===== src/rtl/rice_core_decode_stage.sv =====
// Decode stage of the rice core: decodes LUI/ADDI/ADD/SUB into an ALU operation with operands,
// buffered in a 2-entry skid FIFO so the fetch-side ready can be a flop.
package rice_core_decode_pkg;

    typedef enum logic {
        ALU_ADD = 1'b0,
        ALU_SUB = 1'b1
    } alu_command_e;

    typedef enum logic [1:0] {
        SRC_NONE = 2'd0,
        SRC_RS   = 2'd1,
        SRC_IMM  = 2'd2
    } alu_source_e;

    typedef struct packed {
        alu_command_e command;
        alu_source_e  source_1;
        alu_source_e  source_2;
    } rice_core_alu_operation;

endpackage

module rice_core_decode_stage
    import rice_core_decode_pkg::*;
#(
    parameter int XLEN = 32
) (
    input  logic                   i_clk,
    input  logic                   i_rst,
    input  logic                   i_flush,
    input  logic                   i_if_valid,
    output logic                   o_if_ready,
    input  logic [31:0]            i_if_inst,
    output logic [4:0]             o_rs1_addr,
    output logic [4:0]             o_rs2_addr,
    input  logic [XLEN-1:0]        i_rs1_value,
    input  logic [XLEN-1:0]        i_rs2_value,
    output logic                   o_ex_valid,
    input  logic                   i_ex_ready,
    output rice_core_alu_operation o_ex_alu_operation,
    output logic [XLEN-1:0]        o_ex_rs1_value,
    output logic [XLEN-1:0]        o_ex_rs2_value,
    output logic [XLEN-1:0]        o_ex_imm_value,
    output logic [4:0]             o_ex_rd,
    output logic                   o_ex_rd_write,
    output logic                   o_ex_illegal
);

    typedef struct packed {
        rice_core_alu_operation op;
        logic [XLEN-1:0]        rs1_value;
        logic [XLEN-1:0]        rs2_value;
        logic [XLEN-1:0]        imm_value;
        logic [4:0]             rd;
        logic                   rd_write;
        logic                   illegal;
    } entry_t;

    localparam logic [6:0] OPC_LUI    = 7'b0110111;
    localparam logic [6:0] OPC_OP_IMM = 7'b0010011;
    localparam logic [6:0] OPC_OP     = 7'b0110011;

    entry_t            dec;
    logic              legal;
    logic signed [31:0] imm32;

    entry_t            entries [2];
    logic              wr_ptr;
    logic              rd_ptr;
    logic [1:0]        count;
    logic [1:0]        count_next;
    logic              push;
    logic              pop;

    assign o_rs1_addr = i_if_inst[19:15];
    assign o_rs2_addr = i_if_inst[24:20];

    // NOTE: every variable gets a default at the top of the block so no path leaves it unassigned (no latch).
    always_comb begin
        legal     = 1'b0;
        imm32     = '0;
        dec       = '0;
        dec.op    = '{command: ALU_ADD, source_1: SRC_NONE, source_2: SRC_NONE};
        case (i_if_inst[6:0])
            OPC_LUI: begin
                legal           = 1'b1;
                dec.op.source_2 = SRC_IMM;
                imm32           = signed'({i_if_inst[31:12], 12'h000});
            end
            OPC_OP_IMM: begin
                if (i_if_inst[14:12] == 3'b000) begin
                    legal           = 1'b1;
                    dec.op.source_1 = SRC_RS;
                    dec.op.source_2 = SRC_IMM;
                    imm32           = signed'({{20{i_if_inst[31]}}, i_if_inst[31:20]});
                end
            end
            OPC_OP: begin
                if (i_if_inst[14:12] == 3'b000 &&
                    (i_if_inst[31:25] == 7'b0000000 || i_if_inst[31:25] == 7'b0100000)) begin
                    legal           = 1'b1;
                    dec.op.source_1 = SRC_RS;
                    dec.op.source_2 = SRC_RS;
                    dec.op.command  = i_if_inst[30] ? ALU_SUB : ALU_ADD;
                end
            end
            default: ;
        endcase
        dec.imm_value = XLEN'(imm32);
        dec.rs1_value = i_rs1_value;
        dec.rs2_value = i_rs2_value;
        dec.rd        = i_if_inst[11:7];
        dec.rd_write  = legal && (i_if_inst[11:7] != 5'd0);
        dec.illegal   = !legal;
    end

    assign push = i_if_valid && o_if_ready && !i_flush;
    assign pop  = o_ex_valid && i_ex_ready;

    always_comb begin
        count_next = count;
        if (i_flush) begin
            count_next = 2'd0;
        end else begin
            case ({push, pop})
                2'b10:   count_next = count + 2'd1;
                2'b01:   count_next = count - 2'd1;
                default: count_next = count;
            endcase
        end
    end

    // NOTE: the entry storage is reset too, so the payload reads as a clean ADD/NONE/NONE out of reset.
    always_ff @(posedge i_clk or posedge i_rst) begin
        if (i_rst) begin
            entries[0] <= '0;
            entries[1] <= '0;
            wr_ptr     <= 1'b0;
            rd_ptr     <= 1'b0;
            count      <= 2'd0;
            o_if_ready <= 1'b1;
        end else begin
            if (i_flush) begin
                wr_ptr <= 1'b0;
                rd_ptr <= 1'b0;
            end else begin
                if (push) begin
                    entries[wr_ptr] <= dec;
                    wr_ptr          <= ~wr_ptr;
                end
                if (pop) begin
                    rd_ptr <= ~rd_ptr;
                end
            end
            count      <= count_next;
            o_if_ready <= (count_next < 2'd2);
        end
    end

    // Flush leaves entry data in place; o_ex_valid alone marks it dead.
    assign o_ex_valid         = (count != 2'd0);
    assign o_ex_alu_operation = entries[rd_ptr].op;
    assign o_ex_rs1_value     = entries[rd_ptr].rs1_value;
    assign o_ex_rs2_value     = entries[rd_ptr].rs2_value;
    assign o_ex_imm_value     = entries[rd_ptr].imm_value;
    assign o_ex_rd            = entries[rd_ptr].rd;
    assign o_ex_rd_write      = entries[rd_ptr].rd_write;
    assign o_ex_illegal       = entries[rd_ptr].illegal;

endmodule


===== config.mk =====
export PLATFORM = sky130hd
export DESIGN_NAME = rice_core_decode_stage
export DESIGN_NICKNAME = d
export VERILOG_FILES = /design/src/rtl/rice_core_decode_stage.sv
export SDC_FILE = /design/constraint.sdc
export NUM_CORES = 1
export LEC_CHECK = 0
export BUFFER_PORTS_ARGS = -buffer_cell sky130_fd_sc_hd__buf_2
export CORE_AREA = 2 2 150 152
export CTS_BUF_LIST = sky130_fd_sc_hd__clkbuf_8
export CTS_CLUSTER_DIAMETER = 80
export CTS_CLUSTER_SIZE = 12
export DETAILED_ROUTE_END_ITERATION = 12
export DIE_AREA = 0 0 152 154
export PLACE_DENSITY_LB_ADDON = 0.1
export SYNTH_ARGS = -nofsm -noshare
export SYNTH_HDL_FRONTEND = slang
export SYNTH_SLANG_ARGS = --single-unit

===== constraint.sdc =====
create_clock -name i_clk -period 7.15 [get_ports i_clk]
set_input_delay 1.0725 -clock i_clk [delete_from_list [all_inputs] [get_ports i_clk]]
set_output_delay 1.0725 -clock i_clk [all_outputs]
set_load 0.02 [all_outputs]

==> results of run 1 <==
synth_stat cells, types with 2 or more instances:
| cell | count |
|---|---|
| nand2_1 | 435 |
| dfrtp_1 | 218 |
| mux2_2 | 107 |
| a221o_1 | 38 |
| clkbuf_1 | 28 |
| buf_2 | 25 |
| a22o_1 | 22 |
| buf_4 | 12 |
| nor2_1 | 12 |
| o21ai_1 | 12 |
| a21oi_1 | 5 |
| buf_1 | 5 |
| nor3_1 | 4 |
| nor3_4 | 4 |
| a21o_1 | 3 |
| inv_1 | 3 |
| ha_1 | 2 |
| nand3_1 | 2 |
| or2_2 | 2 |
| xnor2_1 | 2 |
| xor2_1 | 2 |
final cells by class:
class	count	area [um2]	share of cell area, %
clock buffer	23	317	2.81
multi-input combinational	666	3870	34.4
timing repair buffer	228	1160	10.3
sequential	219	5490	48.7
inverter	4	22.5	0.200
clock inverter	9	41.3	0.367
antenna	1	2.50	0.0222
tap	280	350	3.11
worst max-delay path: stages, from the launching register on:
cell and delay (ns):
dfrtp_4 0.92, buf_4 0.79, mux2_2 0.43, buf_2 0.16
flip-flops by register name, summed over array words and instances, names as in the netlist:
name / cells
rd_ptr: 1
o_if_ready: 1
entries: 214
wr_ptr: 1
count: 2
cells by family (layout without fill, tap and decap cells):
family          Yosys count  count (layout)  share of synthesized area, %
compound gates           82              82                          7.18
xor+xnor                  4               4                         0.361
fa+ha+maj                 2               2                         0.258
buf+inv                  75             264                          3.77
flops                   219             219                          56.5
mux                     107             107                          12.4
other cells               1               2                        0.0387
simple gates            470             470                          19.4
cell usage in the layout, fill, tap and decap left out, types with 2 or more instances in the layout:
master and n:
nor2_1 12, clkbuf_8 23, a221o_1 38, nor3_4 4
nor3_2 2, nand2_1 435, buf_2 219, inv_1 10
xnor2_1 2, a21oi_1 5, dfrtp_1 217, nand3_1 2
mux2_2 107, inv_8 2, ha_1 2, a22o_1 22
nor3_1 2, buf_4 9, xor2_1 2, a21o_1 3
or2_2 2, o21ai_1 12
report_power, final:
part	switching, mW	internal, mW
logic	0.373	0.238
clock network	0.418	0.296
registers	0.108	1.44
per-stage QoR:
step                      util, %  instance area [um2]
after floorplan                 -                 9690
after global placement       50.2                10900
after detailed placement     50.2                10900
after CTS                    51.9                11300
after global routing         51.9                11300
final                        51.9                11300
layer usage:
| layer | share of wire, % | GRT usage (%) | vias to the layer above |
|---|---|---|---|
| met1 | 45 | 28.4 | 3498 |
| met4 | 1.8 | 4.23 | 2 |
| met2 | 47 | 34.1 | 174 |
| met5 | 0.045 | 0 | - |
| li1 | - | - | 3515 |
| met3 | 6.5 | 5.47 | 33 |
how the worst min path moves through the flow:
stage | startpoint | endpoint | slack [ns] | cells past startpoint
after global placement | entries[91] | entries[91] | 0.45 | 2
after floorplan | entries[100] | entries[100] | 0.44 | 2
after detailed placement | entries[80] | entries[80] | 0.46 | 2
after global routing | entries[98] | entries[98] | 0.49 | 2
after CTS | entries[80] | entries[80] | 0.48 | 2
final | entries[187] | entries[187] | 0.47 | 2
==> impl_metrics.tcl, run 1 <==
set metrics [dict create \
    status "complete, no violations" \
    fin_tns_setup_ns 0 \
    power.total_mw 2.87 \
    vias 7222 \
    p_leak_nw 6.15 \
    nNetsFinal 1244 \
    synth_top_area_share_pct 56.3 \
    numPortBuffers 219 \
    cts_resized 0 \
    fmax_mhz 251 \
    syn-num-nets 1063 \
    holdWs_ns 0.472 \
    routedWlPerCell_um 16.9 \
    postCtsSetupBuffers 0 \
    grt_pass1_vias 7275 \
    netlist_area_mm2 0.00969 \
    finalWirelength_um 24200 \
    die_y_um 154 \
    startpoint_type "flop" \
    synthToLayoutAreaGrowth_pct 16.1 \
    route.detailed.drc 0 \
    crit_type "reg -> out" \
    synth_seq_cells 219 \
    via_per_inst 5.05 \
    synthTopCellsByArea "dfrtp_1 56%, nand2_1 17%, mux2_2 12%" \
    crit_end "o_ex_imm_value[8]" \
    startpoint "rd_ptr" \
    coreArea_mm2 0.0217 \
    ff2ff_path_depth 5 \
    drt_iter0_drc 466 \
    powerDensity_mw_per_mm2 255 \
    antenna_found_initial 3 \
    die_w_um 152 \
    synth-edff-count 0 \
    fin_crit_ns 3.99 \
    tightest_slew_ns 0.939 \
    slew-limit-headroom_pct 37.4 \
    grt_pass1_wl_um 40100 \
    place_congestion 0.760 \
    synth_top_area_cell "dfrtp_1" \
    drive_gt1_share_pct 32.8 \
    cp.required_ns 6.08 \
    cts_made_buffers 22 \
    ir_worst_vdd_mv 0.146 \
    cp.arrival_ns 2.92 \
    syn-mean-instance-area_um2 10.1 \
    synth_cells 960 \
    final_hold_viol_count 0 \
    timing.rr.start "o_if_ready" \
    filler_cell_count 2047 \
    initial_core_util_pct 44.7 \
    pre_cts_slack_ns 3.66 \
    cts_hold_buf 0 \
    critPathCaptureType "primary output" \
    slew_viol_final 0 \
    cts-root-buf "clkbuf_8" \
    rrSetupSlack_ns 4.43 \
    async_reset_ff_share_pct 100 \
    hold_path_class "reg -> reg" \
    yosysSeqAreaShare_pct 56.5 \
    setup_ws_ns 3.16 \
    htree_levels 1 \
    first_pass_iters 4 \
    fin_crit_sh_pct 55.8 \
    setup_viol 0 \
    num_rows 54 \
    rsz0062_at_grt "false" \
    yosysUniqueCellTypes 38 \
    cts.reportedPaths.clkPinSlew_ns 0.08 \
    ys.warnings.count 0 \
    grt_usage_pct 20.9 \
    drtAntennaViolNets 0 \
    io_pins 221 \
    grt.overflow.total 0 \
    tritoncts "done" \
    grt_max_degree 99 \
    die_area_mm2 0.0234 \
    post-place-cells 1397 \
    max-clock-path-buffers 3 \
    crit_fanout 61 \
    instances_no_fill 1430 \
    clock_skew_ns 0.0163 \
    clk_latency_ns 0.51 \
    maxCapViolCount 0 \
    synthFlopType "dfrtp_1" \
    cts.sinks 219 \
    r2r-end "entries[14]" \
    dp_hpwl_um 15000 \
]
Power figures use the tool's default switching activity.
==> run 2, diff against run 1 <==
==> constraint.sdc (replaced) <==
create_clock -name i_clk -period 3.5 [get_ports i_clk]
set_input_delay 0.525 -clock i_clk [delete_from_list [all_inputs] [get_ports i_clk]]
set_output_delay 0.525 -clock i_clk [all_outputs]
set_load 0.02 [all_outputs]
==> impl_metrics.tcl, run 2 (same netlist as run 1, synthesis figures left out) <==
set metrics [dict create \
    grt_usage_pct 20.7 \
    rrSetupSlack_ns 1.18 \
    cts_resized 0 \
    drt_iter0_drc 401 \
    grt_pass1_vias 7345 \
    cp.arrival_ns 2.24 \
    postPlaceCellArea_mm2 0.0110 \
    cp.required_ns 2.97 \
    place_congestion 0.748 \
    nNetsFinal 1249 \
    fin_crit_sh_pct 79.1 \
    cts_hold_buf 0 \
    fin_crit_ns 2.77 \
    first_pass_iters 4 \
    timing.rr.start "o_if_ready" \
    initial_core_util_pct 44.7 \
    vias 7248 \
    ff2ff_path_depth 4 \
    design_area_mm2 0.0114 \
    crit_type "reg -> out" \
    slew_viol_final 0 \
    holdWs_ns 0.106 \
    largest_register "entries" \
    cp_num_buf_inv 2 \
    hold_path_class "in -> async" \
    tritoncts "done" \
    coreArea_mm2 0.0217 \
    pre_cts_slack_ns 0.991 \
    cts-root-buf "clkbuf_8" \
    postCtsSetupBuffers 0 \
    largest_reg_flops 214 \
    die_y_um 154 \
    via_per_inst 5.05 \
    synthToLayoutAreaGrowth_pct 17.4 \
    startpoint_type "flop" \
    slowest_stage "dfrtp_4" \
    power.total_mw 5.87 \
    post-place-cells 1402 \
    clk_latency_ns 0.53 \
    p_leak_nw 6.20 \
    powerDensity_mw_per_mm2 516 \
    r2r-end "entries[143]" \
    ir_worst_vdd_mv 0.359 \
    drive_gt1_share_pct 33.1 \
    max-clock-path-buffers 3 \
    final_hold_viol_count 0 \
    crit_fanout 31 \
    layout_commonest_cell "nand2_1" \
    grt.overflow.total 0 \
    routedWlPerCell_um 16.9 \
    grt_pass1_wl_um 39700 \
    finalWirelength_um 24300 \
    die_w_um 152 \
    fmax_mhz 361 \
    top_regs "entries (214), count (2)" \
    critPathCaptureType "primary output" \
    htree_levels 1 \
    setup_ws_ns 0.733 \
    cts.reportedPaths.clkPinSlew_ns 0.08 \
    numPortBuffers 219 \
    io_pins 221 \
    clock_skew_ns 0.0181 \
    cts.sinks 219 \
    fin_util_pct 52.5 \
    most-common-layout-cells "435 x nand2_1, 219 x buf_2, 217 x dfrtp_1" \
    num_rows 54 \
    route.detailed.drc 0 \
    critical_path.cell_chain "buf_4, mux2_2, buf_2" \
    maxCapViolCount 0 \
    status "complete, no violations" \
    instances_no_fill 1436 \
    path_delay_family "flip-flops" \
    antenna_found_initial 4 \
    setup_viol 0 \
    fin_tns_setup_ns 0 \
    tightest_slew_ns 0.803 \
    max_stage_delay_ns 0.75 \
    grt_max_degree 99 \
    rsz0062_at_grt "false" \
    slew-limit-headroom_pct 46.3 \
    drtAntennaViolNets 0 \
    dp_hpwl_um 14900 \
    die_area_mm2 0.0234 \
    cts_made_buffers 22 \
]
run 2: changes by cell type in the layout (fill, tap and decap cells not counted):
cell        change
buf_12          +7
clkinvlp_4      +1
buf_4           -2
inv_8           -1
diode_2         +1
run 2: worst register-to-register path, delay by kind of cell (launching register included):
family / cells / cell delay, ns
AND/OR/NAND/NOR: 3 / 1.43
flip-flops: 1 / 0.54
AO/OA/AOI/OAI: 1 / 0.28
run 2: cell type report:
cell class | instances | area, um2
fillers | 2101 | 10300
flip-flops and latches | 219 | 5490
multi-input cells | 666 | 3870
repair buffers | 233 | 1290
well taps | 280 | 350
clock buffers | 23 | 317
clock inverters | 9 | 41.3
inverters | 4 | 18.8
diodes | 2 | 5.00
run 2: worst max path at each step:
stage | start | cells past startpoint | endpoint | slack, ns
4_1_cts | rd_ptr | 3 | o_ex_imm_value[25] | 0.68
2_1_floorplan | i_rst | 1 | count[0] | 0.12
5_1_grt | rd_ptr | 3 | o_ex_imm_value[25] | 0.63
6_report | rd_ptr | 3 | o_ex_imm_value[25] | 0.73
3_3_place_gp | i_flush | 5 | entries[137] | 1.02
3_5_place_dp | i_flush | 5 | entries[143] | 0.99
run 2: layer usage:
layer / share of wire [%] / track usage, % / vias up
met4: 2.0 / 4.76 / 4
met5: 0.078 / 0 / -
met1: 46 / 28.3 / 3502
met2: 46 / 32.8 / 168
met3: 6.6 / 6.09 / 34
li1: - / - / 3540
run 2: power breakdown:
| part | total (mW) | switching (mW) | internal, mW | leakage (nW) |
|---|---|---|---|---|
| logic | 1.28 | 0.773 | 0.502 | 3.14 |
| clock network | 1.46 | 0.858 | 0.605 | 0.214 |
| registers | 3.13 | 0.201 | 2.93 | 2.84 |
| total | 5.87 | 1.83 | 4.04 | 6.20 |
==> run 3, diff against run 2 <==
--- a/config.mk
+++ b/config.mk
@@ -5,13 +5,14 @@
 export SDC_FILE = /design/constraint.sdc
 export NUM_CORES = 1
 export LEC_CHECK = 0
+export ABC_AREA = 1
 export BUFFER_PORTS_ARGS = -buffer_cell sky130_fd_sc_hd__buf_2
-export CORE_AREA = 2 2 150 152
+export CORE_AREA = 2 2 152 154
 export CTS_BUF_LIST = sky130_fd_sc_hd__clkbuf_8
 export CTS_CLUSTER_DIAMETER = 80
 export CTS_CLUSTER_SIZE = 12
 export DETAILED_ROUTE_END_ITERATION = 12
-export DIE_AREA = 0 0 152 154
+export DIE_AREA = 0 0 154 156
 export PLACE_DENSITY_LB_ADDON = 0.1
 export SYNTH_ARGS = -nofsm -noshare
 export SYNTH_HDL_FRONTEND = slang
==> constraint.sdc (replaced) <==
create_clock -name i_clk -period 2.4 [get_ports i_clk]
set_input_delay 0.36 -clock i_clk [delete_from_list [all_inputs] [get_ports i_clk]]
set_output_delay 0.36 -clock i_clk [all_outputs]
set_load 0.02 [all_outputs]
==> impl_metrics.tcl, run 3 <==
set metrics [dict create \
    syn-mean-instance-area_um2 8.01 \
    route.detailed.drc 0 \
    post-synth-top-count-cell "nand2_1" \
    synthToLayoutAreaGrowth_pct 17.0 \
    startpoint "rd_ptr" \
    dp_hpwl_um 16000 \
    holdWs_ns 0.0865 \
    cts.reportedPaths.clkPinSlew_ns 0.09 \
    critical_path.cell_chain "buf_12, o21ai_0, buf_2" \
    synthFlopType "dfrtp_1" \
    max_stage_delay_ns 0.58 \
    cts_made_buffers 22 \
    slew_viol_final 0 \
    grt_pass1_wl_um 40000 \
    synth_cells 1240 \
    slew-limit-headroom_pct 62.4 \
    cts-root-buf "clkbuf_8" \
    die_y_um 156 \
    fin_crit_ns 2.25 \
    tightest_slew_ns 0.564 \
    grt_usage_pct 20.4 \
    post-place-cells 1675 \
    yosysUniqueCellTypes 32 \
    top_regs "entries (214), count (2)" \
    synth_top_area_share_pct 55.0 \
    async_reset_ff_share_pct 100 \
    rsz0062_at_grt "false" \
    setup_viol 0 \
    max-clock-path-buffers 3 \
    instances_no_fill 1712 \
    most-common-layout-cells "515 x nand2_1, 219 x buf_2, 217 x dfrtp_1" \
    min_from "i_rs1_value[13]" \
    setup_ws_ns 0.148 \
    drtAntennaViolNets 0 \
    die_area_mm2 0.0240 \
    ir_worst_vdd_mv 0.430 \
    via_per_inst 4.81 \
    synth-edff-count 0 \
    clk_latency_ns 0.52 \
    finalWirelength_um 24800 \
    first_pass_iters 5 \
    ys.warnings.count 0 \
    slowest_stage "dfrtp_4" \
    filler_cell_count 2227 \
    pre_cts_slack_ns 0.522 \
    drt_iter0_drc 661 \
    num_rows 55 \
    synth_seq_cells 219 \
    design_area_mm2 0.0116 \
    maxCapViolCount 0 \
    htree_levels 1 \
    numPortBuffers 219 \
    grt.overflow.total 0 \
    fin_util_pct 51.9 \
    multi_input_area_mm2 0.00355 \
    fmax_mhz 444 \
    crit_fanout 56 \
    critPathCaptureType "primary output" \
    grt_pass1_vias 7701 \
    synth_top_area_cell "dfrtp_1" \
    coreArea_mm2 0.0224 \
    nNetsFinal 1520 \
    power.total_mw 9.67 \
    vias 8240 \
    synthTopCellsByCount "515 x nand2_1, 218 x dfrtp_1, 192 x o21ai_0" \
    cp.arrival_ns 1.89 \
    powerDensity_mw_per_mm2 833 \
    tritoncts "done" \
    startpoint_type "flop" \
    largest_reg_flops 214 \
    timing.rr.start "o_if_ready" \
    ff_latch_area_mm2 0.00549 \
    largest_register "entries" \
    crit_type "reg -> out" \
    drive_gt1_share_pct 20.1 \
    postPlaceCellArea_mm2 0.0112 \
    yosysSeqAreaShare_pct 55.2 \
    fin_tns_setup_ns 0 \
    netlist_area_mm2 0.00993 \
    grt_max_degree 149 \
    hold_path_class "in -> reg" \
    io_pins 221 \
    status "complete, no violations" \
    fin_crit_sh_pct 93.8 \
    final_hold_viol_count 0 \
    cp.required_ns 2.04 \
    place_congestion 0.786 \
    antenna_found_initial 2 \
    layout_commonest_cell "nand2_1" \
    initial_core_util_pct 44.4 \
    p_leak_nw 6.45 \
    clock_skew_ns 0.0134 \
    synthTopCellsByArea "dfrtp_1 55%, nand2_1 19%, o21ai_0 9.7%" \
    syn-num-nets 1343 \
    routedWlPerCell_um 14.5 \
    cts.sinks 219 \
    die_w_um 154 \
]
## run 3: changes by cell type in the layout (fill, tap and decap cells not counted), sizes merged, moves of 6 or more
| cell | previous run | this run |
|---|---|---|
| nor2 | 13 | 33 |
| a31oi | 1 | 16 |
| nor3 | 8 | 1 |
| nand4 | 1 | 7 |
| nand2 | 436 | 520 |
| mux2 | 107 | 0 |
| o21ai | 12 | 212 |
| o31ai | 0 | 7 |
| a22o | 22 | 0 |
| inv | 12 | 132 |
| nand3 | 2 | 10 |
| a221o | 38 | 0 |
## run 3: layout make-up
class / count / area share [%]
multi-input cells: 813 / 30.6
repair buffers: 237 / 11.9
inverters: 124 / 4.08
flip-flops and latches: 219 / 47.2
well taps: 285 / 3.07
diodes: 2 / 0.0431
clock buffers: 23 / 2.73
clock inverters: 9 / 0.356
## run 3: path summary, 6_finish.rpt
path | slack (ns) | end | cells after the start
max | 0.15 | o_ex_imm_value[13] | 3
min | 0.09 | entries[192] | 3
max reg2reg | 0.61 | entries[105] | 7
min reg2reg | 0.48 | entries[8] | 2
max in group asynchronous | 1.26 | entries[162] | 4
min in group asynchronous | 0.34 | entries[96] | 3
## run 3: timing repair
item	in CTS	in global routing
cloned	1	0
buffers inserted	0	1
gates resized for setup	1	1
endpoints found under the setup margin	12	30
hold endpoints to repair	5	0
hold buffers	1	0
## run 3: routing by layer
layer,part of all wire [%],vias up,GRT usage (%)
li1,-,4192,-
met1,47,3827,28.7
met2,47,195,33.5
met3,4.9,26,3.08
met4,1.8,0,4.94
met5,0,-,0
## run 3: critical path: cells and delay by family (launching register included)
| family | cells | cell delay [ns] |
|---|---|---|
| buffers and inverters | 2 | 0.43 |
| AO/OA/AOI/OAI | 1 | 0.30 |
| flip-flops | 1 | 0.58 |
## run 3: kinds of logic (layout without fill, tap and decap cells)
| group | after synthesis | count (layout) | share of synthesized area (%) |
|---|---|---|---|
| adder cells (fa/ha/maj) | 2 | 2 | 0.252 |
| buffers and inverters | 208 | 393 | 9.14 |
| AND/OR/NAND/NOR | 571 | 571 | 22.6 |
| flip-flops | 219 | 219 | 55.2 |
| AO/OA/AOI/OAI | 239 | 239 | 12.8 |
| other | 1 | 3 | 0.0378 |
## run 3: report_power, final
| part | total, mW | switching (mW) | internal, mW |
|---|---|---|---|
| sequential | 4.92 | 0.432 | 4.49 |
| clock | 2.15 | 1.26 | 0.884 |
| combinational | 2.60 | 1.67 | 0.928 |
